<file path="src/rtl/eval_dma_calc_stream_writer.sv">
// Write DMA: AXI4-Stream result beats to AXI4 INCR bursts, split at 4 KB pages.
// Bursts are queued as beat counts so W framing follows issued AWs exactly.
module eval_dma_calc_stream_writer #(
  parameter int ADDR_WIDTH      = 40,
  parameter int DATA_WIDTH      = 128,
  parameter int LEN_WIDTH       = 32,
  parameter int MAX_BURST       = 16,
  parameter int MAX_OUTSTANDING = 4
) (
  input  logic                    aresetn,
  input  logic                    aclk,
  input  logic                    start,
  input  logic [ADDR_WIDTH-1:0]   start_addr,
  input  logic [LEN_WIDTH-1:0]    start_len,
  output logic                    busy,
  output logic                    done,
  output logic                    error,
  input  logic [DATA_WIDTH-1:0]   s_axi4s_tdata,
  input  logic                    s_axi4s_tvalid,
  output logic                    s_axi4s_tready,
  output logic [ADDR_WIDTH-1:0]   m_axi4_awaddr,
  output logic [7:0]              m_axi4_awlen,
  output logic [2:0]              m_axi4_awsize,
  output logic [1:0]              m_axi4_awburst,
  output logic                    m_axi4_awvalid,
  input  logic                    m_axi4_awready,
  output logic [DATA_WIDTH-1:0]   m_axi4_wdata,
  output logic [DATA_WIDTH/8-1:0] m_axi4_wstrb,
  output logic                    m_axi4_wlast,
  output logic                    m_axi4_wvalid,
  input  logic                    m_axi4_wready,
  input  logic [1:0]              m_axi4_bresp,
  input  logic                    m_axi4_bvalid,
  output logic                    m_axi4_bready
);

  localparam int BYTES = DATA_WIDTH / 8;
  localparam int SZ    = $clog2(BYTES);
  localparam int PW    = (MAX_OUTSTANDING > 1) ? $clog2(MAX_OUTSTANDING) : 1;
  localparam int OW    = $clog2(MAX_OUTSTANDING) + 1;
  localparam int PAGE  = 4096 >> SZ;
  localparam int PB    = $clog2(PAGE) + 1;

  logic [ADDR_WIDTH-1:0] addr;
  logic [LEN_WIDTH-1:0]  remaining;
  logic [OW-1:0]         outst;
  logic [OW-1:0]         fcnt;
  logic [8:0]            fifo [2**PW];
  logic [PW-1:0]         wp;
  logic [PW-1:0]         rp;
  logic [8:0]            beat;

  logic [PB-1:0] page_left;
  logic [31:0]   n_w;
  logic [8:0]    n_next;
  logic [8:0]    aw_n;
  logic          fifo_ne;
  logic          w_last;
  logic          aw_hs;
  logic          w_hs;
  logic          b_hs;
  logic          push;
  logic          pop;
  logic          can_issue;
  logic          fin;

  // beats left before the next 4 KB page
  assign page_left = PB'(PAGE) - PB'(addr[11:SZ]);

  always_comb begin
    n_w = 32'(MAX_BURST);
    if (32'(page_left) < n_w) n_w = 32'(page_left);
    if (32'(remaining) < n_w) n_w = 32'(remaining);
    n_next = n_w[8:0];
  end

  assign aw_n    = {1'b0, m_axi4_awlen} + 9'd1;
  assign fifo_ne = fcnt != '0;
  assign w_last  = fifo_ne && (beat == fifo[rp] - 9'd1);
  assign aw_hs   = m_axi4_awvalid && m_axi4_awready;
  assign w_hs    = m_axi4_wvalid && m_axi4_wready;
  assign b_hs    = m_axi4_bvalid;
  assign push    = aw_hs;
  assign pop     = w_hs && w_last;

  assign can_issue = busy && !m_axi4_awvalid
                  && remaining != '0
                  && outst < OW'(MAX_OUTSTANDING)
                  && fcnt < OW'(MAX_OUTSTANDING);

  assign fin = busy && remaining == '0 && !m_axi4_awvalid
            && fcnt == '0 && outst == '0;

  assign m_axi4_awsize  = 3'(SZ);
  assign m_axi4_awburst = 2'b01;
  assign m_axi4_wdata   = s_axi4s_tdata;
  assign m_axi4_wstrb   = '1;
  assign m_axi4_wlast   = w_last;
  assign m_axi4_wvalid  = s_axi4s_tvalid && fifo_ne;
  assign s_axi4s_tready = m_axi4_wready && fifo_ne;
  assign m_axi4_bready  = 1'b1;

  always_ff @(posedge aclk or negedge aresetn) begin
    if (!aresetn) begin
      busy           <= 1'b0;
      done           <= 1'b0;
      error          <= 1'b0;
      addr           <= '0;
      remaining      <= '0;
      outst          <= '0;
      fcnt           <= '0;
      wp             <= '0;
      rp             <= '0;
      beat           <= '0;
      m_axi4_awvalid <= 1'b0;
      m_axi4_awaddr  <= '0;
      m_axi4_awlen   <= '0;
      for (int i = 0; i < 2**PW; i++) fifo[i] <= '0;
    end else begin
      done <= 1'b0;
      if (b_hs && m_axi4_bresp != 2'b00) error <= 1'b1;
      if (start && !busy) begin
        busy      <= 1'b1;
        addr      <= {start_addr[ADDR_WIDTH-1:SZ], SZ'(0)};
        remaining <= start_len;
        error     <= 1'b0;
      end
      if (can_issue) begin
        m_axi4_awvalid <= 1'b1;
        m_axi4_awaddr  <= addr;
        m_axi4_awlen   <= 8'(n_next - 9'd1);
      end
      if (aw_hs) begin
        m_axi4_awvalid <= 1'b0;
        addr           <= addr + (ADDR_WIDTH'(aw_n) << SZ);
        remaining      <= remaining - LEN_WIDTH'(aw_n);
        fifo[wp]       <= aw_n;
        wp             <= wp + 1'b1;
      end
      if (pop) rp <= rp + 1'b1;
      if (w_hs) beat <= w_last ? 9'd0 : beat + 9'd1;
      unique case (1'b1)
        push && !pop: fcnt <= fcnt + 1'b1;
        pop && !push: fcnt <= fcnt - 1'b1;
        default:      fcnt <= fcnt;
      endcase
      unique case (1'b1)
        aw_hs && !b_hs:             outst <= outst + 1'b1;
        b_hs && !aw_hs && outst != '0: outst <= outst - 1'b1;
        default:                    outst <= outst;
      endcase
      if (fin) begin
        busy <= 1'b0;
        done <= 1'b1;
      end
    end
  end

endmodule
</file>
<file path="config.mk">
export PLATFORM = sky130hd
export DESIGN_NAME = eval_dma_calc_stream_writer
export DESIGN_NICKNAME = d
export VERILOG_FILES = /design/src/rtl/eval_dma_calc_stream_writer.sv
export SDC_FILE = /design/constraint.sdc
export NUM_CORES = 1
export LEC_CHECK = 0
export ABC_AREA = 0
export ABC_CLOCK_PERIOD_IN_PS = 5700
export BUFFER_PORTS_ARGS = -buffer_cell sky130_fd_sc_hd__buf_4
export CORE_MARGIN = 10
export CORE_UTILIZATION = 45
export DETAILED_ROUTE_END_ITERATION = 6
export MAX_ROUTING_LAYER = met4
export PLACE_DENSITY = 0.87
export SETUP_SLACK_MARGIN = 0.15
export SLEW_MARGIN = 15
export SYNTH_ARGS = -nofsm -noshare
export SYNTH_HDL_FRONTEND = slang
export SYNTH_SLANG_ARGS = --single-unit
</file>
<file path="constraint.sdc">
create_clock -name aclk -period 5.7 [get_ports aclk]
set_clock_uncertainty 0.05 [all_clocks]
set_input_delay 0.57 -clock aclk [delete_from_list [all_inputs] [get_ports aclk]]
set_output_delay 0.57 -clock aclk [all_outputs]
set_load 0.02 [all_outputs]
</file>
==> results of run 1 <==
==> metrics by stage <==
step	utilization, %	instances	hold slack (ps)	instance area [µm²]
3_5_place_dp	46.36	1428	417.0	10820
2_1_floorplan	-	1165	224.4	10720
3_3_place_gp	46.36	1428	406.8	10820
4_1_cts	48.90	1460	100.2	11410
5_1_grt	48.90	1460	124.1	11410
==> cells by family after synthesis <==
kind of cell             count (synthesis)  share of synthesized area [%]
buffers and inverters                  233                          14.14
adder cells (fa/ha/maj)                 40                          4.996
multiplexers                            51                          6.116
other                                    2                        0.07073
AO/OA/AOI/OAI                          248                          15.07
flip-flops                             171                          40.30
AND/OR/NAND/NOR                        344                          15.27
XOR/XNOR                                48                          4.030
==> per-layer routing <==
layer	GRT usage (%)
met2	27.26
met5	-
met4	5.949
met3	8.059
met1	21.09
==> synthesized netlist by cell type (all sizes together) (4+ instances only) <==
cell,count,area (µm²)
a211oi,22,165.2
inv,39,146.4
a221o,10,100.1
nand4,5,31.28
o211ai,5,37.54
a31oi,12,75.07
and2,8,50.05
clkbuf,27,101.4
dfrtp,171,4279
nand2,131,501.7
nand3,27,135.1
xor2,20,175.2
a21o,13,97.59
fa,4,80.08
nor2b,4,25.02
a21oi,50,254.0
nor4,9,77.57
and3,14,87.58
xnor2,28,252.8
a311oi,16,146.4
a211o,4,35.03
or3,8,70.06
nor3,27,135.1
mux4,7,157.7
mux2i,6,60.06
o22ai,5,31.28
o21a,4,30.03
mux2,38,431.7
nand2b,4,25.02
ha,36,450.4
o21ai,82,410.4
buf,167,1254
nor2,91,357.8
o311ai,4,35.03
==> summary.log, run 1 <==
[global_routing] total grt overflow 0
[cts] setup bufs post-CTS 0
[synth] cell count after synthesis 1,137
[floorplanning] Die Span Y 173.6 µm
[status] status aborted with a tool error
[synth] fraction of synthesis flops using an asynchronous set or reset pin 100.0%
[cts] PostCTS Resize Cnt 0
[placement] IO Port Bufs 127
[status] error text reported by the tool [ERROR DRT-0255] Maze Route cannot find path of net s_axi4s_tdata[36] in worker of routeBox ( 144900 0 ) ( 173605 48300 ).
[cts] root buffer cell sky130_fd_sc_hd__clkbuf_16
[cts] Sinks on Clock Net 171
[global_routing] Overall Global Routing Usage 18.04%
[status] failing step 5_2_route
[cts] maximum buffer depth of the clock tree 2
[cts] Inserted Clock Buffers 17
[synth] count of unique library cells instantiated by Yosys 75
[placement] final RePlAce weighted congestion 0.8800
[synth] area of the mapped netlist 10,620 µm²
[floorplanning] number of rows created at floorplan 56
[synth] syn_area_per_cell 9.338 µm²
[global_routing] number of antenna violations at the first check in global routing 0
[placement] Setup Slack @ Placement 1060 ps
[floorplanning] die extent in x 173.6 µm
[synth] number of enable-type register cells in the synthesized netlist 0
[synth] FF+latch count, synth 171
[global_routing] wire length of the first global-routing pass 43,380 µm
[global_routing] via count of the first global-routing pass 8,337
[floorplanning] initial standard-cell utilization of the core 45.51%
[placement] total half-perimeter wirelength after legalization and detailed placement 20,130 µm
[synth] yosys synthesis warning count 0
[synth] Synth Flop Type sky130_fd_sc_hd__dfrtp_1
[cts] CTS Hold Buffers Added 0
[global_routing] maximum number of pins on one net before global-route repair 66
[cts] number of H-tree levels 4
[synth] sequential element share of the synthesized area 40.30%
[floorplanning] number of primary I/O pins 414
==> run 2, diff against run 1 <==
Settings changed: CORE_UTILIZATION 45 to 30, MAX_ROUTING_LAYER met4 to default, PLACE_DENSITY 0.87 to default, PLACE_DENSITY_LB_ADDON from default to 0.15, SETUP_SLACK_MARGIN 0.15 to default.
==> summary.log, run 2 <==
[power] peak supply drop 0.0002578 V
[cts] CTS clk-pin slew, worst paths 70 ps
[power] static leakage 5.219 nW
[final_layout] registers with the most flip-flops addr x36, fifo x36, m_axi4_awaddr x36
[routing] DR vias/cell 4.889
[synth] FF+latch count, synth 171
[final_layout] synthesis-to-layout area growth 9.239%
[critical_path] highest cell delay on the worst timing path 490 ps
[timing] final hold vios 0
[status] status finished clean
[power] total internal power 3.607 mW
[placement] total half-perimeter wirelength after legalization and detailed placement 21,830 µm
[final_layout] share of final-layout standard cells stronger than drive strength 1 17.91%
[synth] Synth Flop Type sky130_fd_sc_hd__dfrtp_1
[critical_path] crit-path cells inv_1 > ha_1 > nand2_1 > nor3_1 > a21oi_1 > nor2_1 > nand3_1 > ha_1 > o21a_1 > nor2_1 > nor3_1 > a21oi_1 > o21ai_0 > a311oi_2 > buf_4 > nor4_1 > a21oi_1 > ha_1 > nand2_1 > nor3_1 > xor2_1 > a21oi_1 > o21ai_1
[final_layout] layout net count 1,375
[power] NetSw 2.568 mW
[floorplanning] Die Span Y 208.1 µm
[routing] ANT nets after route 0
[cts] Inserted Clock Buffers 17
[min_path] type of the tightest min-delay check input pin to async pin
[timing] least setup slack across all paths after layout 966.6 ps
[final_layout] number of standard cells in the layout, taps in and fillers out 1,594
[routing] DRC violation count after routing 0
[critical_path] most numerous cell on the critical path sky130_fd_sc_hd__a21oi_1
[synth] top cells by area in the synthesized netlist sky130_fd_sc_hd__dfrtp_1, sky130_fd_sc_hd__buf_4, sky130_fd_sc_hd__nand2_1, sky130_fd_sc_hd__ha_1, sky130_fd_sc_hd__o21ai_0
[synth] syn_area_per_cell 9.338 µm²
[placement] total cell area at the placement stage 11,000 µm²
[synth] dominant combinational cell family by area after synthesis simple AND/OR/NAND/NOR gates
[synth] xor and xnor area share after synthesis 4.030%
[cts] CTS tree yes
[synth] multiplexer share of the synthesized area 6.116%
[timing] Final min period 4733 ps
[timing] Finish-stage setup viols 0
[power] Flop pwr share 33.6%
[synth] cell taking the most area after synthesis sky130_fd_sc_hd__dfrtp_1
[timing] Min Hold Slack 8.775 ps
[synth] count of unique library cells instantiated by Yosys 75
[cts] clock latency on the worst-skew pair 440 ps
[synth] synthesized-area fraction occupied by ao, oa, aoi and oai cells 15.07%
[critical_path] worst path required time 5940 ps
[timing] fin. max-slew vios 0
[synth] fraction of synthesis flops using an asynchronous set or reset pin 100.0%
[critical_path] critical-path maximum fanout 14
[routing] number of design-rule violations left by the first detailed-router iteration 350
[power] proportion of power drawn by the clock network 19.7%
[critical_path] CP Capture Type flop
[critical_path] Critical path buffers and inverters 2
[floorplanning] area of the core 34,710 µm²
[global_routing] via count of the first global-routing pass 8,202
[critical_path] critical path's slowest cell sky130_fd_sc_hd__nor2_1
[synth] Post-Synth Adder-Cell Area 4.996%
[global_routing] Overall Global Routing Usage 13.49%
[critical_path] arrival time at the worst endpoint 4970 ps
[critical_path] element type at the critical path start flop
[placement] final RePlAce weighted congestion 0.7689
[power] fraction of power spent switching nets 41.59%
[floorplanning] number of rows created at floorplan 68
[floorplanning] die extent in x 208.1 µm
[routing] post-detailed-route wirelength per cell 18.44 µm
[cts] setup bufs post-CTS 0
[timing] Rel. slew slack 34.89%
[final_layout] post-layout instance area 11,600 µm²
[cts] maximum buffer depth of the clock tree 2
[critical_path] cell family with the largest share of critical-path delay simple AND/OR/NAND/NOR gates
[cts] Sinks on Clock Net 171
[power] Gate power share 46.7%
[timing] Worst Max-Slew Pin Slew 973.3 ps
[placement] Setup Slack @ Placement 981.3 ps
[global_routing] wire length of the first global-routing pass 47,140 µm
[synth] cell count after synthesis 1,137
[power] pwr/cell area 532.4 nW/µm²
[floorplanning] initial standard-cell utilization of the core 30.59%
[floorplanning] full die area 43,320 µm²
[synth] number of enable-type register cells in the synthesized netlist 0
[cts] CTS Hold Buffers Added 0
[global_routing] number of antenna violations at the first check in global routing 2
[global_routing] maximum number of pins on one net before global-route repair 128
[routing] total number of vias 7,793
[power] final total power 6.175 mW
[synth] most frequent cells after synthesis sky130_fd_sc_hd__dfrtp_1, sky130_fd_sc_hd__buf_4, sky130_fd_sc_hd__nand2_1
[timing] setup repair after global routing missed its margin false
[routing] number of detailed-routing iterations run before antenna repair 4
[cts] PostCTS Resize Cnt 0
[timing] setup TNS after final layout 0 ps
[routing] post-detailed-routing wire length 29,390 µm
[cts] root buffer cell sky130_fd_sc_hd__clkbuf_16
[synth] area of the mapped netlist 10,620 µm²
[floorplanning] number of primary I/O pins 414
[final_layout] highest-count cells in the layout ignoring fill and taps sky130_fd_sc_hd__dfrtp_1, sky130_fd_sc_hd__buf_4, sky130_fd_sc_hd__nand2_1
[synth] Post-Synth Simple-Gate Area 15.27%
[synth] most frequent cell after synthesis sky130_fd_sc_hd__dfrtp_1
[flow_run] Max-cap violations 0
[placement] Placed Instances 1,562
[final_layout] utilization after layout 33.41%
[global_routing] total grt overflow 0
[synth] yosys synthesis warning count 0
[timing] Tcrit/Tclk final 83.04%
[critical_path] kind of critical path flop to flop
[placement] IO Port Bufs 127
[final_layout] most common library cell in the layout ignoring fill and taps sky130_fd_sc_hd__dfrtp_1
[timing] fmax 211.3 MHz
[synth] post-synth top area share 40.30%
[synth] sequential element share of the synthesized area 40.30%
[cts] number of H-tree levels 4
[final_layout] n_diodes 0
[run 2: cell counts after synthesis]
No cell type changed its count.
[run 2: path summary, 6_finish.rpt]
kind	startpoint	to	slack [ps]	depth (start not counted)
max	addr[5]	m_axi4_awlen[6]	970	23
min	aresetn	fifo[30]	9	1
max reg2reg	addr[5]	m_axi4_awlen[6]	970	23
min reg2reg	fifo[14]	fifo[14]	430	2
max in group asynchronous	aresetn	addr[11]	4480	2
min in group aclk	start_len[17]	remaining[17]	290	3
[run 2: power groups by stage]
stage	registers (mW)	logic (mW)	clock network, mW
2_1_floorplan	2.13	2.14	0
3_3_place_gp	2.09	2.90	0
3_5_place_dp	2.10	2.93	0
4_1_cts	2.08	2.94	1.26
5_1_grt	2.15	3.27	1.31
6_report	2.07	2.89	1.22
[run 2: cell type report]
class | count | area (µm²)
clock inverters | 14 | 160.2
well taps | 455 | 569.3
repair buffers | 136 | 1050
flip-flops and latches | 171 | 4279
clock buffers | 18 | 439.2
inverters | 39 | 146.4
fillers | 3637 | 23110
multi-input cells | 761 | 4955
[run 2: cell families (layout without fill, tap and decap cells)]
group	after synthesis	count (layout)
simple gates	344	344
mux	51	51
xor+xnor	48	48
buf+inv	233	207
compound gates	248	248
fa+ha+maj	40	40
other cells	2	30
flops	171	171
[run 2: layer usage]
metal | GRT usage (%) | part of all wire (%)
met2 | 21.51 | 47
met3 | 6.051 | 8.3
met4 | 2.790 | 0.82
met1 | 16.36 | 43
met5 | 0.8028 | 0.27
[run 2: worst register-to-register path: stages, from the launching register on]
cell and delay (ps):
sky130_fd_sc_hd__dfrtp_1 470, sky130_fd_sc_hd__inv_1 200, sky130_fd_sc_hd__ha_1 280, sky130_fd_sc_hd__nand2_1 120
sky130_fd_sc_hd__nor3_1 180, sky130_fd_sc_hd__a21oi_1 70, sky130_fd_sc_hd__nor2_1 490, sky130_fd_sc_hd__nand3_1 230
sky130_fd_sc_hd__ha_1 320, sky130_fd_sc_hd__o21a_1 160, sky130_fd_sc_hd__nor2_1 100, sky130_fd_sc_hd__nor3_1 80
sky130_fd_sc_hd__a21oi_1 130, sky130_fd_sc_hd__o21ai_0 110, sky130_fd_sc_hd__a311oi_2 240, sky130_fd_sc_hd__buf_4 220
sky130_fd_sc_hd__nor4_1 60, sky130_fd_sc_hd__a21oi_1 180, sky130_fd_sc_hd__ha_1 260, sky130_fd_sc_hd__nand2_1 110
sky130_fd_sc_hd__nor3_1 190, sky130_fd_sc_hd__xor2_1 90, sky130_fd_sc_hd__a21oi_1 150, sky130_fd_sc_hd__o21ai_1 70
Note: power is estimated with default switching activity, not from simulation.
==> run 3, diff against run 2 <==
Settings changed: ABC_CLOCK_PERIOD_IN_PS 5700 to 4700.
Clock period 5.7 ns to 4.7 ns, I/O delays scaled along.
==> summary.log, run 3 (synthesis gave the netlist of run 2 again) <==
[critical_path] kind of critical path flop to flop
[power] final total power 7.634 mW
[critical_path] worst path required time 5020 ps
[floorplanning] Die Span Y 208.1 µm
[power] peak supply drop 0.0003039 V
[critical_path] crit-path cells mux4_2 > inv_1 > ha_1 > and2_1 > a2bb2oi_1 > or3_4 > mux2_4 > a21oi_2 > a21oi_1 > or3_4 > nor2_8 > ha_1 > inv_1 > fa_1 > xor2_1 > nor2_1 > xor2_1
[final_layout] registers with the most flip-flops addr x36, fifo x36, m_axi4_awaddr x36
[critical_path] element type at the critical path start flop
[final_layout] highest-count cells in the layout ignoring fill and taps sky130_fd_sc_hd__dfrtp_1, sky130_fd_sc_hd__buf_4, sky130_fd_sc_hd__nand2_1
[routing] number of design-rule violations left by the first detailed-router iteration 392
[status] violated checks hold timing
[cts] CTS tree yes
[power] pwr/cell area 652.8 nW/µm²
[routing] DRC violation count after routing 0
[timing] final hold vios 6
[flow_run] Max-cap violations 0
[global_routing] Overall Global Routing Usage 13.53%
[timing] Final min period 4262 ps
[final_layout] synthesis-to-layout area growth 10.13%
[critical_path] critical-path maximum fanout 8
[global_routing] total grt overflow 0
[timing] setup TNS after final layout 0 ps
[global_routing] number of antenna violations at the first check in global routing 2
[final_layout] multi-input combinational cell area 4960 µm²
[floorplanning] initial standard-cell utilization of the core 30.59%
[routing] number of detailed-routing iterations run before antenna repair 4
[timing] fin. max-slew vios 0
[timing] setup repair after global routing missed its margin false
[global_routing] maximum number of pins on one net before global-route repair 102
[floorplanning] area of the core 34,710 µm²
[placement] final RePlAce weighted congestion 0.8239
[cts] CTS clk-pin slew, worst paths 70 ps
[final_layout] number of standard cells in the layout, taps in and fillers out 1,603
[final_layout] area of all sequential standard cells 4279 µm²
[final_layout] share of final-layout standard cells stronger than drive strength 1 18.74%
[timing] Finish-stage setup viols 0
[floorplanning] number of primary I/O pins 414
[power] static leakage 5.276 nW
[cts] Inserted Clock Buffers 17
[timing] Tcrit/Tclk final 90.69%
[floorplanning] number of rows created at floorplan 68
[critical_path] arrival time at the worst endpoint 4580 ps
[timing] Worst Max-Slew Pin Slew 1148 ps
[routing] post-detailed-routing wire length 29,610 µm
[cts] CTS Hold Buffers Added 0
[routing] total number of vias 7,780
[critical_path] CP Capture Type flop
[placement] total half-perimeter wirelength after legalization and detailed placement 21,830 µm
[critical_path] critical path's slowest cell sky130_fd_sc_hd__mux4_2
[critical_path] logic depth of the worst register-to-register path 17
[floorplanning] full die area 43,320 µm²
[critical_path] highest cell delay on the worst timing path 620 ps
[status] status finished, violations left
[placement] IO Port Bufs 127
[final_layout] most common library cell in the layout ignoring fill and taps sky130_fd_sc_hd__dfrtp_1
[timing] fmax 234.6 MHz
[final_layout] layout net count 1,384
[routing] DR vias/cell 4.853
[cts] clock latency on the worst-skew pair 450 ps
[global_routing] wire length of the first global-routing pass 47,330 µm
[cts] root buffer cell sky130_fd_sc_hd__clkbuf_16
[final_layout] filler cell count 3,658
[timing] Rel. slew slack 23.32%
[cts] number of H-tree levels 4
[final_layout] utilization after layout 33.69%
[floorplanning] die extent in x 208.1 µm
[timing] Min Hold Slack -5.153 ps
[cts] Sinks on Clock Net 171
[placement] Placed Instances 1,571
[cts] maximum buffer depth of the clock tree 2
[routing] ANT nets after route 0
[min_path] type of the tightest min-delay check input pin to async pin
[routing] post-detailed-route wirelength per cell 18.47 µm
[global_routing] via count of the first global-routing pass 8,100
==> run 3: routing by layer <==
layer | GRT usage, % | vias to the layer above | share of wire, %
li1 | - | 3806 | -
met1 | 16.52 | 3721 | 44
met2 | 21.28 | 219 | 46
met3 | 6.305 | 28 | 8.4
met4 | 2.790 | 6 | 0.86
met5 | 0.8028 | - | 0.23
==> run 3: area by class of cell <==
class                   instances  share of cell area [%]
repair buffers                145                   9.555
multi-input cells             761                   42.41
clock buffers                  17                   3.638
inverters                      39                   1.252
diodes                          1                 0.02140
clock inverters                14                   1.658
flip-flops and latches        171                   36.59
well taps                     455                   4.868
==> run 3: worst paths after layout <==
kind | from | to | slack (ps)
min reg2reg | fifo[3] | fifo[3] | 430
min in group aclk | m_axi4_awready | m_axi4_awvalid | 180
max in group asynchronous | aresetn | addr[18] | 3580
max reg2reg | rp[0] | fcnt[2] | 440
max | rp[0] | fcnt[2] | 440
min | aresetn | remaining[6] | -5
==> run 3: metrics by stage <==
stage | setup WS [ps] | cell area (µm²)
after floorplan | 568.8 | 10720
after global placement | 468.9 | 11070
after detailed placement | 426.2 | 11070
after CTS | 409.0 | 11690
after global routing | 3.269 | 11690
final | 437.5 | 11690
==> run 3: what timing repair did <==
| action | 4_1_cts | 5_1_grt |
|---|---|---|
| resized for setup | 0 | 3 |
| setup endpoints to repair | 0 | 1 |
| buffers inserted | 0 | 0 |
==> run 3: worst max-delay path, delay by kind of cell (launching register included) <==
| kind | cells | cell delay, ps |
|---|---|---|
| buffers and inverters | 2 | 150 |
| XOR/XNOR | 2 | 300 |
| AO/OA/AOI/OAI | 3 | 260 |
| multiplexers | 2 | 930 |
| flip-flops | 1 | 590 |
| adder cells (fa/ha/maj) | 3 | 790 |
| AND/OR/NAND/NOR | 5 | 1140 |
==> run 3: power by group <==
group	leakage (nW)	internal [mW]	switching (mW)
Combinational	2.89	1.60	1.97
Clock	0.306	0.893	0.662
Sequential	2.08	2.00	0.510
